**config.mk**
```make
export PLATFORM = sky130hd
export DESIGN_NAME = sys_cntr_rx
export DESIGN_NICKNAME = d
export VERILOG_FILES = /design/src/rtl/sys_cntr_rx_pkg.sv /design/src/rtl/sys_cntr_rx.sv
export SDC_FILE = /design/constraint.sdc
export NUM_CORES = 1
export LEC_CHECK = 0
export CORE_MARGIN = 4
export CORE_UTILIZATION = 45
export CTS_CLUSTER_DIAMETER = 200
export DETAILED_ROUTE_END_ITERATION = 12
export GPL_ROUTABILITY_DRIVEN = 0
export PLACE_DENSITY = 0.73
export SYNTH_ARGS = -nofsm -noshare
export SYNTH_HDL_FRONTEND = slang
export SYNTH_SLANG_ARGS = --single-unit
```
**constraint.sdc**
```tcl
create_clock -name CLK -period 3.2 [get_ports CLK]
set_input_delay 0.32 -clock CLK [delete_from_list [all_inputs] [get_ports CLK]]
set_output_delay 0.32 -clock CLK [all_outputs]
set_load 0.005 [all_outputs]
```
**src/rtl/sys_cntr_rx_pkg.sv**
```systemverilog
// Shared system definitions for the UART receive-side command controller:
// command codes, fixed ALU operand register addresses and the FSM encoding.
package sys_cntr_rx_pkg;

  localparam logic [7:0] CMD_WR      = 8'hAA;
  localparam logic [7:0] CMD_RD      = 8'hBB;
  localparam logic [7:0] CMD_ALU_OP  = 8'hCC;
  localparam logic [7:0] CMD_ALU_NOP = 8'hDD;

  localparam int unsigned OPA_ADDR = 0;
  localparam int unsigned OPB_ADDR = 1;

  typedef enum logic [3:0] {
    IDLE     = 4'd0,
    WR_ADDR  = 4'd1,
    WR_DATA  = 4'd2,
    RD_ADDR  = 4'd3,
    RD_WAIT  = 4'd4,
    ALU_A    = 4'd5,
    ALU_B    = 4'd6,
    ALU_FN   = 4'd7,
    ALU_WAIT = 4'd8
  } cntr_rx_state_e;

endpackage

```
**src/rtl/sys_cntr_rx.sv**
```systemverilog
// Decodes received command bytes into register-file writes/reads and ALU
// operations; every output is registered and responds one cycle after its byte.
module sys_cntr_rx
  import sys_cntr_rx_pkg::*;
#(
  parameter int width      = 8,
  parameter int addr_width = 4
) (
  input  logic                  CLK,
  input  logic                  Reset,
  input  logic [width-1:0]      Rx_Data,
  input  logic                  Rx_Data_valid,
  input  logic                  Rd_valid,
  input  logic                  ALU_out_valid,
  output logic [addr_width-1:0] Address,
  output logic                  WrEn,
  output logic                  RdEn,
  output logic [width-1:0]      WrData,
  output logic                  ALU_EN,
  output logic [3:0]            ALU_FUN,
  output logic                  CLK_GATE_EN,
  output logic                  Cmd_err
);

  localparam logic [width-1:0] CMD_WR_W      = width'(CMD_WR);
  localparam logic [width-1:0] CMD_RD_W      = width'(CMD_RD);
  localparam logic [width-1:0] CMD_ALU_OP_W  = width'(CMD_ALU_OP);
  localparam logic [width-1:0] CMD_ALU_NOP_W = width'(CMD_ALU_NOP);

  cntr_rx_state_e        state_q, state_d;
  logic [addr_width-1:0] addr_lat_q, addr_lat_d;
  logic [addr_width-1:0] address_q, address_d;
  logic [width-1:0]      wrdata_q, wrdata_d;
  logic [3:0]            alu_fun_q, alu_fun_d;
  logic                  wren_q, wren_d;
  logic                  rden_q, rden_d;
  logic                  alu_en_q, alu_en_d;
  logic                  gate_q, gate_d;
  logic                  err_q, err_d;
  logic                  cmd_byte;

  always_ff @(posedge CLK or negedge Reset) begin
    if (!Reset) begin
      state_q    <= IDLE;
      addr_lat_q <= '0;
      address_q  <= '0;
      wrdata_q   <= '0;
      alu_fun_q  <= '0;
      wren_q     <= 1'b0;
      rden_q     <= 1'b0;
      alu_en_q   <= 1'b0;
      gate_q     <= 1'b0;
      err_q      <= 1'b0;
    end else begin
      state_q    <= state_d;
      addr_lat_q <= addr_lat_d;
      address_q  <= address_d;
      wrdata_q   <= wrdata_d;
      alu_fun_q  <= alu_fun_d;
      wren_q     <= wren_d;
      rden_q     <= rden_d;
      alu_en_q   <= alu_en_d;
      gate_q     <= gate_d;
      err_q      <= err_d;
    end
  end

  always_comb begin
    state_d    = state_q;
    addr_lat_d = addr_lat_q;
    address_d  = address_q;
    wrdata_d   = wrdata_q;
    alu_fun_d  = alu_fun_q;
    gate_d     = gate_q;
    wren_d     = 1'b0;
    rden_d     = 1'b0;
    alu_en_d   = 1'b0;
    err_d      = 1'b0;
    cmd_byte   = 1'b0;

    case (state_q)
      IDLE: cmd_byte = Rx_Data_valid;
      WR_ADDR: if (Rx_Data_valid) begin
        addr_lat_d = Rx_Data[addr_width-1:0];
        state_d    = WR_DATA;
      end
      WR_DATA: if (Rx_Data_valid) begin
        wren_d    = 1'b1;
        wrdata_d  = Rx_Data;
        address_d = addr_lat_q;
        state_d   = IDLE;
      end
      RD_ADDR: if (Rx_Data_valid) begin
        rden_d    = 1'b1;
        address_d = Rx_Data[addr_width-1:0];
        state_d   = RD_WAIT;
      end
      // A byte coinciding with the completion strobe starts the next command.
      RD_WAIT: begin
        if (Rd_valid) begin
          state_d  = IDLE;
          cmd_byte = Rx_Data_valid;
        end else if (Rx_Data_valid) begin
          err_d = 1'b1;
        end
      end
      ALU_A: if (Rx_Data_valid) begin
        wren_d    = 1'b1;
        wrdata_d  = Rx_Data;
        address_d = addr_width'(OPA_ADDR);
        state_d   = ALU_B;
      end
      ALU_B: if (Rx_Data_valid) begin
        wren_d    = 1'b1;
        wrdata_d  = Rx_Data;
        address_d = addr_width'(OPB_ADDR);
        state_d   = ALU_FN;
      end
      ALU_FN: if (Rx_Data_valid) begin
        alu_en_d  = 1'b1;
        alu_fun_d = Rx_Data[3:0];
        state_d   = ALU_WAIT;
      end
      ALU_WAIT: begin
        if (ALU_out_valid) begin
          state_d  = IDLE;
          gate_d   = 1'b0;
          cmd_byte = Rx_Data_valid;
        end else if (Rx_Data_valid) begin
          err_d = 1'b1;
        end
      end
      default: state_d = IDLE;
    endcase

    // Gate enable set here overrides the clear from a same-cycle ALU completion.
    if (cmd_byte) begin
      if (Rx_Data == CMD_WR_W) begin
        state_d = WR_ADDR;
      end else if (Rx_Data == CMD_RD_W) begin
        state_d = RD_ADDR;
      end else if (Rx_Data == CMD_ALU_OP_W) begin
        state_d = ALU_A;
        gate_d  = 1'b1;
      end else if (Rx_Data == CMD_ALU_NOP_W) begin
        state_d = ALU_FN;
        gate_d  = 1'b1;
      end else begin
        state_d = IDLE;
        err_d   = 1'b1;
      end
    end
  end

  assign Address     = address_q;
  assign WrEn        = wren_q;
  assign RdEn        = rden_q;
  assign WrData      = wrdata_q;
  assign ALU_EN      = alu_en_q;
  assign ALU_FUN     = alu_fun_q;
  assign CLK_GATE_EN = gate_q;
  assign Cmd_err     = err_q;

endmodule

```
Yosys cells after proc, flatten, opt, wreduce, memory -nomap -nowiden
Index checks and enable logic that the tools add are counted.
- register bits: 29
- bits of input ports: 13
- output and inout port bits: 21
- word-level logic and storage cells: 83
- eq/ne operators: 25
- multiplexer cells: 40
- reductions and logical operators: 8
- operator list (kind ; count):
    $mux W4 ; 12
    $pmux W4 S9 ; 1
    $eq A8 B8 Y1 const B ; 4
    $ne A3 B3 Y1 const B ; 8
    $mux W1 ; 20
    $eq A4 B3 Y1 const B ; 4
    $pmux W4 S4 ; 1
    $mux W3 ; 4
    $ne A2 B2 Y1 const B ; 5
    $reduce_and A9 Y1 ; 1
    $eq A4 B2 Y1 const B ; 2
    $reduce_and A2 Y1 ; 3
    $reduce_and A5 Y1 ; 1
    $eq A4 B1 Y1 const B ; 1
    $eq A4 B4 Y1 const B ; 1
    $logic_not A4 Y1 ; 1
    $reduce_bool A4 Y1 ; 1
    $pmux W1 S3 ; 1
    $reduce_or A3 Y1 ; 1
    $pmux W1 S2 ; 1

Longest topological paths before layout
- depth in word-level cells: 8
- gate-level depth with buffers: 6
- depth with buffers taken out: 4

Worst setup path after synthesis
No wires, ideal clock.
- path type: register to register
- from: register state_q[2]
- to: register state_q[0]
- library setup time: 128 ps
- data arrival time: 1468 ps
- required time: 3072 ps
- setup slack: 1604 ps
- stages on the path, launching flop included: 6
- path buffers: 1
- clock period less this slack: 1596 ps
- cells stage by stage: dfrtp_1 -> buf_6 -> nor3b_1 -> mux2_2 -> o21ai_2 -> mux2_1
- word-level cells in the longest chain between the ends: 4
- elaborated cells between the ends (all ways): 22
- classes of those cells: 17 x eq/ne; 3 x mux; 2 x reduce/logical
- RTL lines (what ; line ; text):
    start: declaration ; sys_cntr_rx.sv:30 ; cntr_rx_state_e state_q, state_d;
    start signal: assignment ; sys_cntr_rx.sv:55 ; state_q <= state_d;
    $eq A4 B4 Y1 (tied with other cells) ; sys_cntr_rx.sv:81 ; case (state_q)
    $pmux W1 S3 ; sys_cntr_rx.sv:81 ;
    $ne A3 B3 Y1 (no line) or $ne A2 B2 Y1 (tied branches) ; -- ;
    $reduce_and A9 Y1 (no line) ; -- ;
Several ways; a longest one is shown, not always the timed one.
A chain may end at the register's enable or synchronous reset.

Worst setup path after layout
- from: register state_q[2]
- to: register state_q[2]
The elaborated chain is that of the path after synthesis.

==> results.md <==
* Area growth from synthesis to layout at 30.6%
* Placed Area at 1810 um^2
* RSZ-0062 raised after global routing: no
* Final WL at 3040 um
* Core area at approximately 3100 um^2
* Starting Density at roughly 47%
* Core Util, Final at 61.6%
* CP Data Arrival Time at 2220 ps
* Async SR Flop Fraction at 100%
* Root Buffer: clkbuf_4
* Worst R2R Setup Slack at around 1200 ps
* Status: completed
* Rows at 20
* Antenna violations before repair at 0
* Crit path max-delay cell type: dfrtp_1
* Yosys warning count at 0
* Inserted Clock Buffers at 5
* Synth top cells by count: dfrtp_1 (29), mux2_2 (17), nand2_1 (8), o21ai_0 (8), nor2_1 (5)
* Via Count at about 1100
* GRT Residual Overflow at 0
* DR WL/cell at between 15 and 20 um
* Pre-CTS setup slack at 1080 ps
* ANT cells at 0
* FF-to-FF Start: state_q[2]
* Setup bufs post-CTS at 0
* Top cell type's share of synthesized area at approximately 50%
* Dominant cell by count in the synthesized netlist: dfrtp_1
* Iteration-0 DRC Markers at 27
* Post-cts resize count at 0
* Mapped cell area at 1450 um^2
* Startpoint Class: flop
* Worst slew pin tran at 540 ps
* Post-route ant nets at 0
* Pin count of the biggest net entering global routing at 30
* Slew headroom at 64.0%
* CP endpoint kind: flop
* CP peak stage delay at 690 ps
* Prevailing post-synth register cell: dfrtp_1
* Synth cell types at 42
* CTS Hold Bufs at 0
* CTS sink count at 29
* Final Hold Fails at 0
* Reg2reg path depth at 4
* Worst-case vdd ir drop at 0.351 mV
* Fillers at 285
* PortBufs at 33
* Setup CP Type: reg2reg
* Fmax at 497 MHz
* Synth area leaders: dfrtp_1 (50%), mux2_2 (13%), o21ai_0 (2.8%)
* Seq/Total Area, Yosys at 50.0%
* Worst Hold Class: in2async
* Power per standard cell area at 569 nW/um^2
* Die area at 4200 um^2
* DP Wirelength at 2230 um
* Largest area contributor in the netlist: dfrtp_1
* Clock Path Buffers at 2
* Post-route cell area at 1900 um^2
* CTS tree: yes
* Reg2reg end: state_q[2]
* Tcrit/Tclk final at 62.9%
* PnR worst setup slack at about 1200 ps
* Min Tclk post-route at 2010 ps
* CTS clk-pin slew, worst paths at ~100 ps
* Required @ worst endpoint at 3410 ps
* Vias per cell at 5.39
* Drt drc at 0
* Critical path buffers and inverters at 0
* Max cap viols at 0
* Setup TNS at 0 ps
* Total GRT Usage at about 16%
* Final setup violation count at 0
* Ratio of cells with drive above 1 in the final layout at 22.3%
* Num ports at 34
* Leak at 0.816 nW
* CP delay by family, top: multiplexers
* Critical Path, Cell by Cell: nor3b_1 -> mux2_2 -> o21ai_2 -> mux2_1
* Drt pass-1 iters at 4
* Die width at 64.8 um
* Clock Skews at around 8.6 ps
* Synth Instances at 120
* Syn Area/Cell at 12.1 um^2
* Number of global-route vias before repair at 1130
* Final #Nets at between 150 and 200
* Synthesized net count at around 130
* Final Max Slew Viols at 0
* Latest clock arrival within the worst-skew pair at 320 ps
* Yosys reg bits at 29
* First-pass GRT wire length at approximately 5300 um
* CP Max Fanout at 16
* Die Span Y at between 60 and 70 um
* EDFF count, synth at 0
* H-tree depth at 2
## sequential cells by signal, summed over array words and instances (netlist names)
register / count
ALU_FUN: 4
WrEn: 1
addr_lat_q: 4
ALU_EN: 1
WrData: 8
RdEn: 1
Address: 4
CLK_GATE_EN: 1
state_q: 4
Cmd_err: 1
## worst max-delay path by stage
stage,from,to,slack (ps),cells after the start
2_1_floorplan,state_q[2],state_q[0],1600,5
3_3_place_gp,Rx_Data[1],state_q[0],1130,5
3_5_place_dp,Rx_Data[1],state_q[0],1080,5
4_1_cts,state_q[2],state_q[2],1180,4
5_1_grt,state_q[2],state_q[2],1090,4
6_report,state_q[2],state_q[2],1190,4
## placed cells by master (no fill, tap or decap), types with 2 or more instances in the layout
cell type	n
nor2b_1	2
o21ai_0	8
nor4bb_1	2
nand2_1	8
a31oi_1	4
nand2b_1	4
mux2_1	3
o211ai_1	2
clkbuf_4	5
dfrtp_1	29
inv_1	2
nor2_1	5
mux2_2	17
and2_1	2
a21oi_4	2
clkdlybuf4s50_1	33
## cells by family after synthesis
group                     share of synthesized area, %
muxes                                             15.5
and+or+nand+nor                                   16.3
DFF                                               50.0
AOI/OAI and AO/OA                                 14.1
buffers and inverters                             2.84
xor gates and xnor gates                          1.21
## power by group
group	switching (W)	internal, W
clock	0.000130	0.000186
combinational	0.0000851	0.000190
sequential	0.0000420	0.000445
## stage by stage
step / total power (W) / cells / hold slack, ps
3_3_place_gp: 0.000765 / 193 / 476
2_1_floorplan: 0.000585 / 120 / 24.4
3_5_place_dp: 0.000776 / 193 / 491
5_1_grt: 0.00114 / 201 / 395
4_1_cts: 0.00109 / 201 / 371
6_report: 0.00108 / 201 / 359
## area by class of cell
cell class / instances / area, um^2 / share of cell area, %
sequential: 29 / 726 / 38.3
multi-input combinational: 84 / 684 / 36.1
timing repair buffer: 34 / 338 / 17.8
clock buffer: 7 / 55.1 / 2.90
tap: 44 / 55.1 / 2.90
clock inverter: 1 / 30.0 / 1.58
inverter: 2 / 7.51 / 0.396
## routing by layer
layer	vias to the layer above	GRT usage (%)	share of wire, %
met3	4	5.37	5.7
met5	-	0	0
li1	513	-	-
met1	534	20.9	45
met2	33	25.3	49
met4	0	5.28	0.72
Power figures use the tool's default switching activity.
